`src/rtl/offset_pkg.sv`:
```
// Shared types and constants for the branch offset splitter.
// Optional hop index output is enabled by BRANCH_OFFSET_SPLITTER_HOP_IDX_EN.
package offset_pkg;

    localparam int unsigned IN_W     = 8;
    localparam int unsigned OFF_W    = 4;
    localparam int unsigned R_W      = IN_W + 1;
    localparam int unsigned MAX_HOPS = 19;
    localparam int unsigned HOP_W    = $clog2(MAX_HOPS);

    localparam int OFF_MIN = -(2 ** (OFF_W - 1));
    localparam int OFF_MAX = (2 ** (OFF_W - 1)) - 1;

    typedef enum logic {
        IDLE = 1'b0,
        EMIT = 1'b1
    } split_state_t;

endpackage

```
`src/rtl/branch_offset_splitter_if.sv`:
```
// Displacement-in / offset-chunk-out bus; hop_idx exists only with
// BRANCH_OFFSET_SPLITTER_HOP_IDX_EN defined.
interface branch_offset_splitter_if;
    import offset_pkg::*;

    logic                    in_valid;
    logic                    in_ready;
    logic signed [IN_W-1:0]  in_disp;
    logic                    in_br;
    logic                    out_valid;
    logic                    out_ready;
    logic signed [OFF_W-1:0] out_off;
    logic                    out_br;
    logic                    out_last;
    logic                    err;
`ifdef BRANCH_OFFSET_SPLITTER_HOP_IDX_EN
    logic [HOP_W-1:0]        hop_idx;

    modport slave (
        input  in_valid, in_disp, in_br, out_ready,
        output in_ready, out_valid, out_off, out_br, out_last, err, hop_idx
    );
    modport master (
        output in_valid, in_disp, in_br, out_ready,
        input  in_ready, out_valid, out_off, out_br, out_last, err, hop_idx
    );
`else
    modport slave (
        input  in_valid, in_disp, in_br, out_ready,
        output in_ready, out_valid, out_off, out_br, out_last, err
    );
    modport master (
        output in_valid, in_disp, in_br, out_ready,
        input  in_ready, out_valid, out_off, out_br, out_last, err
    );
`endif

endinterface

```
`src/rtl/offset_clamp.sv`:
```
// Clamps a full-width residual to the offset field range and flags whether
// it already fits.
module offset_clamp
    import offset_pkg::*;
(
    input  logic signed [R_W-1:0]   r,
    output logic signed [OFF_W-1:0] chunk,
    output logic                    in_range
);

    localparam logic signed [R_W-1:0] MIN_R = R_W'(OFF_MIN);
    localparam logic signed [R_W-1:0] MAX_R = R_W'(OFF_MAX);

    // Compare at full width before truncating to the field.
    always_comb begin
        chunk    = OFF_W'(r);
        in_range = 1'b1;
        if (r < MIN_R) begin
            chunk    = OFF_W'(MIN_R);
            in_range = 1'b0;
        end else if (r > MAX_R) begin
            chunk    = OFF_W'(MAX_R);
            in_range = 1'b0;
        end
    end

endmodule

```
`src/rtl/branch_offset_splitter.sv`:
```
// Splits a signed displacement into a run of narrow signed offset chunks.
// Define BRANCH_OFFSET_SPLITTER_HOP_IDX_EN to add the hop_idx output.
module branch_offset_splitter
    import offset_pkg::*;
(
    input  logic                     clk,
    input  logic                     reset_n,
    branch_offset_splitter_if.slave  bus
);

    split_state_t            state_q, state_d;
    logic signed [R_W-1:0]   r_q, r_d, clamp_in;
    logic signed [OFF_W-1:0] off_q, off_d, chunk;
    logic                    in_range;
    logic                    in_ready_q, in_ready_d;
    logic                    out_valid_q, out_valid_d;
    logic                    last_q, last_d;
    logic                    br_q, br_d;
    logic                    err_q, err_d;
`ifdef BRANCH_OFFSET_SPLITTER_HOP_IDX_EN
    logic [HOP_W-1:0]        hop_q, hop_d;
`endif

    // One clamp serves both the IDLE range check and the next EMIT chunk.
    assign clamp_in = (state_q == IDLE) ? R_W'(bus.in_disp) : R_W'(r_q - R_W'(off_q));

    offset_clamp u_clamp (
        .r        (clamp_in),
        .chunk    (chunk),
        .in_range (in_range)
    );

    always_ff @(posedge clk or negedge reset_n) begin
        if (!reset_n) begin
            state_q     <= IDLE;
            r_q         <= '0;
            off_q       <= '0;
            last_q      <= 1'b0;
            br_q        <= 1'b0;
            out_valid_q <= 1'b0;
            in_ready_q  <= 1'b1;
            err_q       <= 1'b0;
`ifdef BRANCH_OFFSET_SPLITTER_HOP_IDX_EN
            hop_q       <= '0;
`endif
        end else begin
            state_q     <= state_d;
            r_q         <= r_d;
            off_q       <= off_d;
            last_q      <= last_d;
            br_q        <= br_d;
            out_valid_q <= out_valid_d;
            in_ready_q  <= in_ready_d;
            err_q       <= err_d;
`ifdef BRANCH_OFFSET_SPLITTER_HOP_IDX_EN
            hop_q       <= hop_d;
`endif
        end
    end

    // Next state plus next registered outputs, so every output is a flop.
    always_comb begin
        state_d     = state_q;
        r_d         = r_q;
        off_d       = off_q;
        last_d      = last_q;
        br_d        = br_q;
        out_valid_d = out_valid_q;
        err_d       = 1'b0;
`ifdef BRANCH_OFFSET_SPLITTER_HOP_IDX_EN
        hop_d       = hop_q;
`endif
        case (state_q)
            IDLE: begin
                if (bus.in_valid) begin
                    if (bus.in_br || in_range) begin
                        state_d     = EMIT;
                        r_d         = clamp_in;
                        off_d       = chunk;
                        last_d      = in_range;
                        br_d        = bus.in_br;
                        out_valid_d = 1'b1;
`ifdef BRANCH_OFFSET_SPLITTER_HOP_IDX_EN
                        hop_d       = '0;
`endif
                    end else begin
                        err_d = 1'b1;
                    end
                end
            end
            EMIT: begin
                if (bus.out_ready) begin
`ifdef BRANCH_OFFSET_SPLITTER_HOP_IDX_EN
                    hop_d = hop_q + HOP_W'(1);
`endif
                    if (last_q) begin
                        state_d     = IDLE;
                        r_d         = '0;
                        off_d       = '0;
                        last_d      = 1'b0;
                        br_d        = 1'b0;
                        out_valid_d = 1'b0;
                    end else begin
                        r_d    = clamp_in;
                        off_d  = chunk;
                        last_d = in_range;
                    end
                end
            end
            default: state_d = IDLE;
        endcase
        in_ready_d = (state_d == IDLE);
    end

    assign bus.in_ready  = in_ready_q;
    assign bus.out_valid = out_valid_q;
    assign bus.out_off   = off_q;
    assign bus.out_br    = br_q;
    assign bus.out_last  = last_q;
    assign bus.err       = err_q;
`ifdef BRANCH_OFFSET_SPLITTER_HOP_IDX_EN
    assign bus.hop_idx   = hop_q;
`endif

endmodule

```
`src/flat_wrapper.sv`:
```
// flat-port wrapper written by rule: the top's interface ports become plain ports
module branch_offset_splitter_flat import offset_pkg::*;
  (clk, reset_n, bus_in_valid, bus_in_disp, bus_in_br, bus_out_ready, bus_in_ready, bus_out_valid, bus_out_off, bus_out_br, bus_out_last, bus_err);
  branch_offset_splitter_if bus_i ();
  input  logic clk;
  input  logic reset_n;
  input wire logic [$bits(bus_i.in_valid)-1:0] bus_in_valid;
  input wire logic [$bits(bus_i.in_disp)-1:0] bus_in_disp;
  input wire logic [$bits(bus_i.in_br)-1:0] bus_in_br;
  input wire logic [$bits(bus_i.out_ready)-1:0] bus_out_ready;
  output wire logic [$bits(bus_i.in_ready)-1:0] bus_in_ready;
  output wire logic [$bits(bus_i.out_valid)-1:0] bus_out_valid;
  output wire logic [$bits(bus_i.out_off)-1:0] bus_out_off;
  output wire logic [$bits(bus_i.out_br)-1:0] bus_out_br;
  output wire logic [$bits(bus_i.out_last)-1:0] bus_out_last;
  output wire logic [$bits(bus_i.err)-1:0] bus_err;
  assign bus_i.in_valid = bus_in_valid;
  assign bus_i.in_disp = bus_in_disp;
  assign bus_i.in_br = bus_in_br;
  assign bus_i.out_ready = bus_out_ready;
  assign bus_in_ready = bus_i.in_ready;
  assign bus_out_valid = bus_i.out_valid;
  assign bus_out_off = bus_i.out_off;
  assign bus_out_br = bus_i.out_br;
  assign bus_out_last = bus_i.out_last;
  assign bus_err = bus_i.err;
  branch_offset_splitter u_core (.clk(clk), .reset_n(reset_n), .bus(bus_i));
endmodule
```
`config.mk`:
```
export PLATFORM = sky130hd
export DESIGN_NAME = branch_offset_splitter_flat
export DESIGN_NICKNAME = d
export VERILOG_FILES = /design/src/rtl/offset_pkg.sv /design/src/rtl/branch_offset_splitter_if.sv /design/src/rtl/offset_clamp.sv /design/src/rtl/branch_offset_splitter.sv /design/src/flat_wrapper.sv
export SDC_FILE = /design/constraint.sdc
export NUM_CORES = 1
export LEC_CHECK = 0
export ABC_AREA = 0
export CAP_MARGIN = 10
export CORE_MARGIN = 4
export CORE_UTILIZATION = 30
export DETAILED_ROUTE_END_ITERATION = 8
export GPL_ROUTABILITY_DRIVEN = 0
export PLACE_DENSITY = 0.58
export SYNTH_ARGS = -nofsm -noshare
export SYNTH_HDL_FRONTEND = slang
export SYNTH_SLANG_ARGS = --single-unit
```
`constraint.sdc`:
```
create_clock -name clk -period 6 [get_ports clk]
set_clock_uncertainty 0.05 [all_clocks]
set_input_delay 1.2 -clock clk [delete_from_list [all_inputs] [get_ports clk]]
set_output_delay 1.2 -clock clk [all_outputs]
set_load 0.05 [all_outputs]
```
==> results of run 1 <==
worst reg2reg max path: stages, from the launching register on:
cell       delay, ps
dfrtp_1          790
clkinv_1         650
nand2_1          370
o2111ai_4        180
o41ai_4          520
or2b_4           220
nand2_4          150
mux2_4           340
layout make-up:
type | instances | area, sq um | share of cell area (%)
inverters | 7 | 26.28 | 1.411
repair buffers | 21 | 210.2 | 11.29
well taps | 67 | 83.83 | 4.503
clock inverters | 1 | 5.005 | 0.2688
multi-input cells | 121 | 1018 | 54.70
flip-flops and latches | 19 | 476.7 | 25.60
clock buffers | 3 | 41.29 | 2.218
cell usage after synthesis (2+ instances only):
master / instances / share of area (%)
a21o_1: 2 / 0.97
a21oi_1: 14 / 4.5
a31oi_1: 2 / 0.81
clkbuf_1: 2 / 0.48
dfrtp_1: 18 / 29
ha_1: 8 / 6.4
inv_1: 6 / 1.4
mux2_2: 3 / 2.2
mux2_4: 10 / 9.7
nand2_1: 17 / 4.1
nand2b_1: 4 / 1.6
nand3_1: 4 / 1.3
nor2_1: 7 / 1.7
o211a_1: 2 / 1.3
o21a_1: 2 / 0.97
o21ai_0: 9 / 2.9
o2bb2ai_1: 2 / 1.1
xnor2_1: 4 / 2.3
xor2_1: 2 / 1.1
worst min path at each step:
stage	from	endpoint	slack, ps	cells after the start
after floorplan	u_core.r_q[0]$_DFFE_PN0P_	u_core.r_q[0]$_DFFE_PN0P_	430	1
after detailed placement	u_core.bus.out_valid$_DFFE_PN0P_	u_core.bus.out_valid$_DFFE_PN0P_	430	2
after global routing	u_core.bus.out_valid$_DFFE_PN0P_	u_core.bus.out_valid$_DFFE_PN0P_	470	2
after global placement	u_core.bus.out_valid$_DFFE_PN0P_	u_core.bus.out_valid$_DFFE_PN0P_	430	2
final	u_core.bus.out_valid$_DFFE_PN0P_	u_core.bus.out_valid$_DFFE_PN0P_	440	2
after CTS	u_core.bus.out_valid$_DFFE_PN0P_	u_core.bus.out_valid$_DFFE_PN0P_	450	2
cell families after synthesis:
group	after synthesis	synth area share [%]
AO/OA/AOI/OAI	49	27.70
AND/OR/NAND/NOR	43	14.25
flip-flops	19	30.68
multiplexers	14	12.48
buffers and inverters	11	3.784
adder cells (fa/ha/maj)	9	7.730
XOR/XNOR	6	3.382
state kept, by name, summed over array words and instances (netlist names):
| register | cells |
|---|---|
| u_core.r_q | 9 |
| u_core.bus.out_off | 4 |
| u_core.bus.err | 1 |
| u_core.bus.in_ready | 1 |
| u_core.bus.out_br | 1 |
| u_core.bus.out_last | 1 |
| u_core.bus.out_valid | 1 |
| u_core.state_q | 1 |
stage by stage:
step | util, % | setup slack (ps) | instance area, sq um
floorplan | - | 2645 | 1554
finish | 38.15 | 2628 | 1862
detailed placement | 37.21 | 2609 | 1815
global route | 38.15 | 2349 | 1862
global placement | 37.21 | 2636 | 1815
CTS | 38.15 | 2609 | 1862
routing by layer:
| layer | GRT usage (%) | routed length, um | up-vias |
|---|---|---|---|
| li1 | - | - | 606 |
| met1 | 17.06 | 1805 | 558 |
| met2 | 16.97 | 1478 | 25 |
| met3 | 1.467 | 113 | 6 |
| met4 | 4.223 | 38 | 0 |
| met5 | 0 | 0 | - |
==> out/qor.csv, run 1 <==
stage,metric,value,unit
outcome,status,finished clean,
sta,fin_tns_setup,0,ps
sta,rsz0062_at_grt,no,
setup_path,critPathCaptureType,flip-flop,
logic_synthesis,synth_area,1554,sq um
sta,hold_ws,441.9,ps
cells_and_area,synthToLayoutAreaGrowth,19.81,%
floorplan,core_region_area,4880,sq um
global_route,grt_pass1_vias,1219,
clocking,clk_path_buf_depth,2,
setup_path,critPathKind,flip-flop to flip-flop,
setup_path,crit_slowest_cell,dfrtp_1,
drt,ant_nets,0,
setup_path,worstRegToRegCells,7,
setup_path,worstSetupEndpoint,u_core.bus.out_off[3]$_DFFE_PN0P_,
cells_and_area,fin_nets,195,
global_route,grt_remaining_overflow,0,
clocking,cts_buffers,3,
placement,hpwlAfterDp,2687,um
cells_and_area,layout_commonest_cell,clkdlybuf4s50_1,
drt,drtIter0Drc,47,
setup_path,arrival,3470,ps
drt,via_per_inst,5.000,
logic_synthesis,yosysSeqAreaShare,30.68,%
drt,wirelength,3435,um
clocking,clk_pin_slew_worst_paths,70,ps
clocking,clk-insertion-delay-late,250,ps
clocking,cts_htree_levels,1,
logic_synthesis,syn-num-nets,173,
clocking,cts_resized,0,
global_route,grt_antenna_before_repair,0,
placement,port_buffers,21,
setup_path,timing.rr.end,u_core.bus.out_off[3]$_DFFE_PN0P_,
logic_synthesis,avgSynthCellArea,10.29,sq um
logic_synthesis,syn_inst,151,
sta,period_share,56.20,%
sta,setup_viol,0,
cells_and_area,mostFrequentLayoutCells,"clkdlybuf4s50_1, dfrtp_1, nand2_1",
sta,hold_viol,0,
floorplan,pin_count,22,
cells_and_area,fin_cells,239,
sta,post-route-min-period,3372,ps
setup_path,rrSetupSlack,2630,ps
floorplan,die_h,79.97,um
sta,tightest_slew,906.0,ps
cells_and_area,n_antenna_cell,0,
floorplan,initial_core_util,31.85,%
drt,dr.pass1.iters,4,
setup_path,cpPeakStageDelay,790,ps
global_route,grt_pass1_wl,5858,um
setup_path,cp.depth,7,
sta,max_freq,0.2966,GHz
clocking,cts.sinks,19,
setup_path,cp-startpoint,u_core.state_q$_DFF_PN0_,
logic_synthesis,synth_warnings,0,
logic_synthesis,synth.ff_latch_count,19,
setup_path,start_kind,flip-flop,
setup_path,cp.required,6090,ps
cells_and_area,final.fill_count,510,
global_route,grt_use_total,11.55,%
job,max_cap_viol_count,0,
placement,dp.cells,235,
logic_synthesis,synth.distinct_cells,52,
logic_synthesis,synth_edf_count,0,
drt,drcViolationCount,0,
clocking,root_buffer,clkbuf_8,
logic_synthesis,synth_flop_cell,dfrtp_1,
setup_path,timing.rr.start,u_core.state_q$_DFF_PN0_,
global_route,grt_max_degree,20,
clocking,cts_hold_buf,0,
drt,num_vias,1195,
sta,slew_headroom,39.41,%
sta,drv_slew,0,
setup_path,critPathBufInv,1,
cells_and_area,drive_gt1_share,19.19,%
hold_path,hp-class,flip-flop to flip-flop,
floorplan,die_w,79.97,um
setup_path,critPathTopFamily,flip-flops,
floorplan,die-area,6395,sq um
clocking,cts_setup_buffers,0,
setup_path,crit_chain,clkinv_1 > nand2_1 > o2111ai_4 > o41ai_4 > or2b_4 > nand2_4 > mux2_4,
drt,wire_per_inst,14.37,um
floorplan,rows,25,
logic_synthesis,async_reset_ff_share,100.0,%
clocking,cts_tree,built,
setup_path,cp_max_fo,19,
Power of run 1 is not shown: default switching activity piles up to over one toggle a cycle in this logic, so the estimate is an artifact.
==> run 2, diff against run 1 <==
--- a/config.mk
+++ b/config.mk
@@ -11,7 +11,7 @@
 export CORE_UTILIZATION = 30
 export DETAILED_ROUTE_END_ITERATION = 8
 export GPL_ROUTABILITY_DRIVEN = 0
-export PLACE_DENSITY = 0.58
+export PLACE_DENSITY = 0.6
 export SYNTH_ARGS = -nofsm -noshare
 export SYNTH_HDL_FRONTEND = slang
 export SYNTH_SLANG_ARGS = --single-unit
==> constraint.sdc (replaced) <==
create_clock -name clk -period 3.05 [get_ports clk]
set_clock_uncertainty 0.05 [all_clocks]
set_input_delay 0.61 -clock clk [delete_from_list [all_inputs] [get_ports clk]]
set_output_delay 0.61 -clock clk [all_outputs]
set_load 0.05 [all_outputs]
==> run 2 against run 1 <==
  * Count of clock-buffer cells in the layout unchanged
  * Register-to-register slack worse by 2500 ps
  * Global-route usage up 0.17 points
  * First-iteration DRC count up 21%
  * Non-clock buffer count up 10
  * Flip-flop and latch count unchanged
  * Final area up 8.2%
  * Core utilization up 3.1 points
  * Critical path depth up 3
  * Largest cell class unchanged
==> out/qor.csv, run 2 (synthesized netlist as in run 1, its figures left out) <==
stage,metric,value,unit,change
drt,drtIter0Drc,57,,was 47
sta,period_share,97.20,%,was 56.20%
clocking,cts_hold_buf,0,,unchanged
drt,wirelength,3706,um,was 3435 um
outcome,status,finished clean,,unchanged
global_route,grt_use_total,11.72,%,was 11.55%
setup_path,cpPeakStageDelay,440,ps,was 790 ps
hold_path,hp-class,flip-flop to flip-flop,,unchanged
clocking,clk_pin_slew_worst_paths,80,ps,was 70 ps
floorplan,core_region_area,4880,sq um,unchanged
clocking,clk-insertion-delay-late,260,ps,was 250 ps
clocking,cts_buffers,3,,unchanged
setup_path,crit_chain,ha_4 > fa_1 > nand2b_4 > a21oi_1 > xnor2_2 > a2111oi_2 > o211a_1 > a2bb2oi_4 > nand2_8 > mux2_4,,was clkinv_1 > nand2_1 > o2111ai_4 > o41ai_4 > or2b_4 > nand2_4 > mux2_4
global_route,grt_pass1_wl,5892,um,was 5858 um
cells_and_area,synthToLayoutAreaGrowth,29.63,%,was 19.81%
clocking,clk_path_buf_depth,2,,unchanged
floorplan,die_h,79.97,um,unchanged
setup_path,cp.required,3150,ps,was 6090 ps
cells_and_area,fin_nets,205,,was 195
setup_path,critPathKind,flip-flop to flip-flop,,unchanged
cells_and_area,design_area,2014,sq um,was 1862 sq um
setup_path,critPathBufInv,0,,was 1
sta,hold_viol,0,,unchanged
floorplan,rows,25,,unchanged
setup_path,critPathTopFamily,compound AO/OA/AOI/OAI gates,,was flip-flops
cells_and_area,regMostFlops,u_core.r_q,,unchanged
drt,via_per_inst,5.016,,was 5.000
cells_and_area,drive_gt1_share,29.67,%,was 19.19%
cells_and_area,fin_util,41.28,%,was 38.15%
cells_and_area,final.fill_count,491,,was 510
placement,hpwlAfterDp,2760,um,was 2687 um
cells_and_area,largest_reg_flops,9,,unchanged
global_route,grt_pass1_vias,1221,,was 1219
floorplan,pin_count,22,,unchanged
sta,setup_viol,0,,unchanged
clocking,cts.sinks,19,,unchanged
clocking,cts_tree,built,,unchanged
setup_path,cp_max_fo,13,,was 19
cells_and_area,fin_cells,249,,was 239
setup_path,arrival,3070,ps,was 3470 ps
cells_and_area,mostFrequentLayoutCells,"clkdlybuf4s50_1, nand2_1, dfrtp_1",,"was clkdlybuf4s50_1, dfrtp_1, nand2_1"
cells_and_area,ff_latch_area,481.7,sq um,was 476.7 sq um
clocking,root_buffer,clkbuf_8,,unchanged
cells_and_area,layout_commonest_cell,clkdlybuf4s50_1,,unchanged
sta,drv_slew,0,,unchanged
floorplan,die-area,6395,sq um,unchanged
setup_path,crit_slowest_cell,dfrtp_2,,was dfrtp_1
floorplan,die_w,79.97,um,unchanged
setup_path,critPathCaptureType,flip-flop,,unchanged
sta,tightest_slew,503.1,ps,was 906.0 ps
global_route,grt_antenna_before_repair,0,,unchanged
global_route,grt_remaining_overflow,0,,unchanged
drt,ant_nets,0,,unchanged
sta,max_freq,0.3373,GHz,was 0.2966 GHz
drt,num_vias,1249,,was 1195
sta,post-route-min-period,2965,ps,was 3372 ps
floorplan,initial_core_util,31.85,%,unchanged
placement,dpl_cell_area,1916,sq um,was 1815 sq um
placement,dp.cells,242,,was 235
clocking,cts_htree_levels,1,,unchanged
drt,dr.pass1.iters,4,,unchanged
global_route,grt_max_degree,20,,unchanged
drt,drcViolationCount,0,,unchanged
cells_and_area,multiInputGateArea,1086,sq um,was 1018 sq um
sta,slew_headroom,66.35,%,was 39.41%
drt,wire_per_inst,14.88,um,was 14.37 um
cells_and_area,n_antenna_cell,0,,unchanged
setup_path,start_kind,flip-flop,,unchanged
setup_path,rrSetupSlack,90,ps,was 2630 ps
job,max_cap_viol_count,0,,unchanged
placement,port_buffers,21,,unchanged
[run 2: cell types whose count changed in the layout (fill, tap and decap cells not counted), moves of 2 or more]
cell	previous run	this run
dfrtp_1	18	14
buf_4	0	10
ha_4	0	2
dfrtp_2	0	4
ha_1	8	6
[run 2: metrics by stage]
step                TNS (ps)  hold WS [ps]  worst slack, ps
global placement           0         424.5            77.61
CTS                        0         458.2            59.30
detailed placement         0         433.6            27.75
global route          -130.1         490.4           -19.05
finish                     0         446.2            85.43
floorplan                  0         264.4           0.7820
[run 2: worst min-delay path, stage by stage, from the launching register on]
cell	delay (ps)
dfrtp_1	360
nand2_1	50
o21ai_0	50
[run 2: what timing repair did]
item	4_1_cts	5_1_grt
endpoints found under the setup margin	1	16
endpoints found under the hold margin	0	0
resized for setup	1	3
pin swaps	0	3
setup buffers	0	3
[run 2: final timing paths]
kind,end,from,cells past startpoint
min,u_core.bus.out_valid$_DFFE_PN0P_,u_core.bus.out_valid$_DFFE_PN0P_,2
max,u_core.r_q[0]$_DFFE_PN0P_,u_core.bus.out_off[0]$_DFFE_PN0P_,10
min in group asynchronous,u_core.r_q[2]$_DFFE_PN0P_,reset_n,2
max in group asynchronous,u_core.bus.in_ready$_DFF_PN1_,reset_n,2
min reg2reg,u_core.bus.out_valid$_DFFE_PN0P_,u_core.bus.out_valid$_DFFE_PN0P_,2
max reg2reg,u_core.r_q[0]$_DFFE_PN0P_,u_core.bus.out_off[0]$_DFFE_PN0P_,10
[run 2: final cells by class]
| cell class | count | share of cell area [%] |
|---|---|---|
| well taps | 67 | 4.161 |
| clock buffers | 3 | 2.050 |
| repair buffers | 31 | 14.16 |
| inverters | 7 | 1.429 |
| clock inverters | 1 | 0.3727 |
| flip-flops and latches | 19 | 23.91 |
| multi-input cells | 121 | 53.91 |
[run 2: per-layer routing]
metal | routed length [um] | GRT usage [%]
met3 | 137 | 2.709
met1 | 1752 | 15.73
met5 | 0 | 0
met4 | 14 | 2.534
met2 | 1801 | 19.04
Power of run 2 is left out for the same reason.
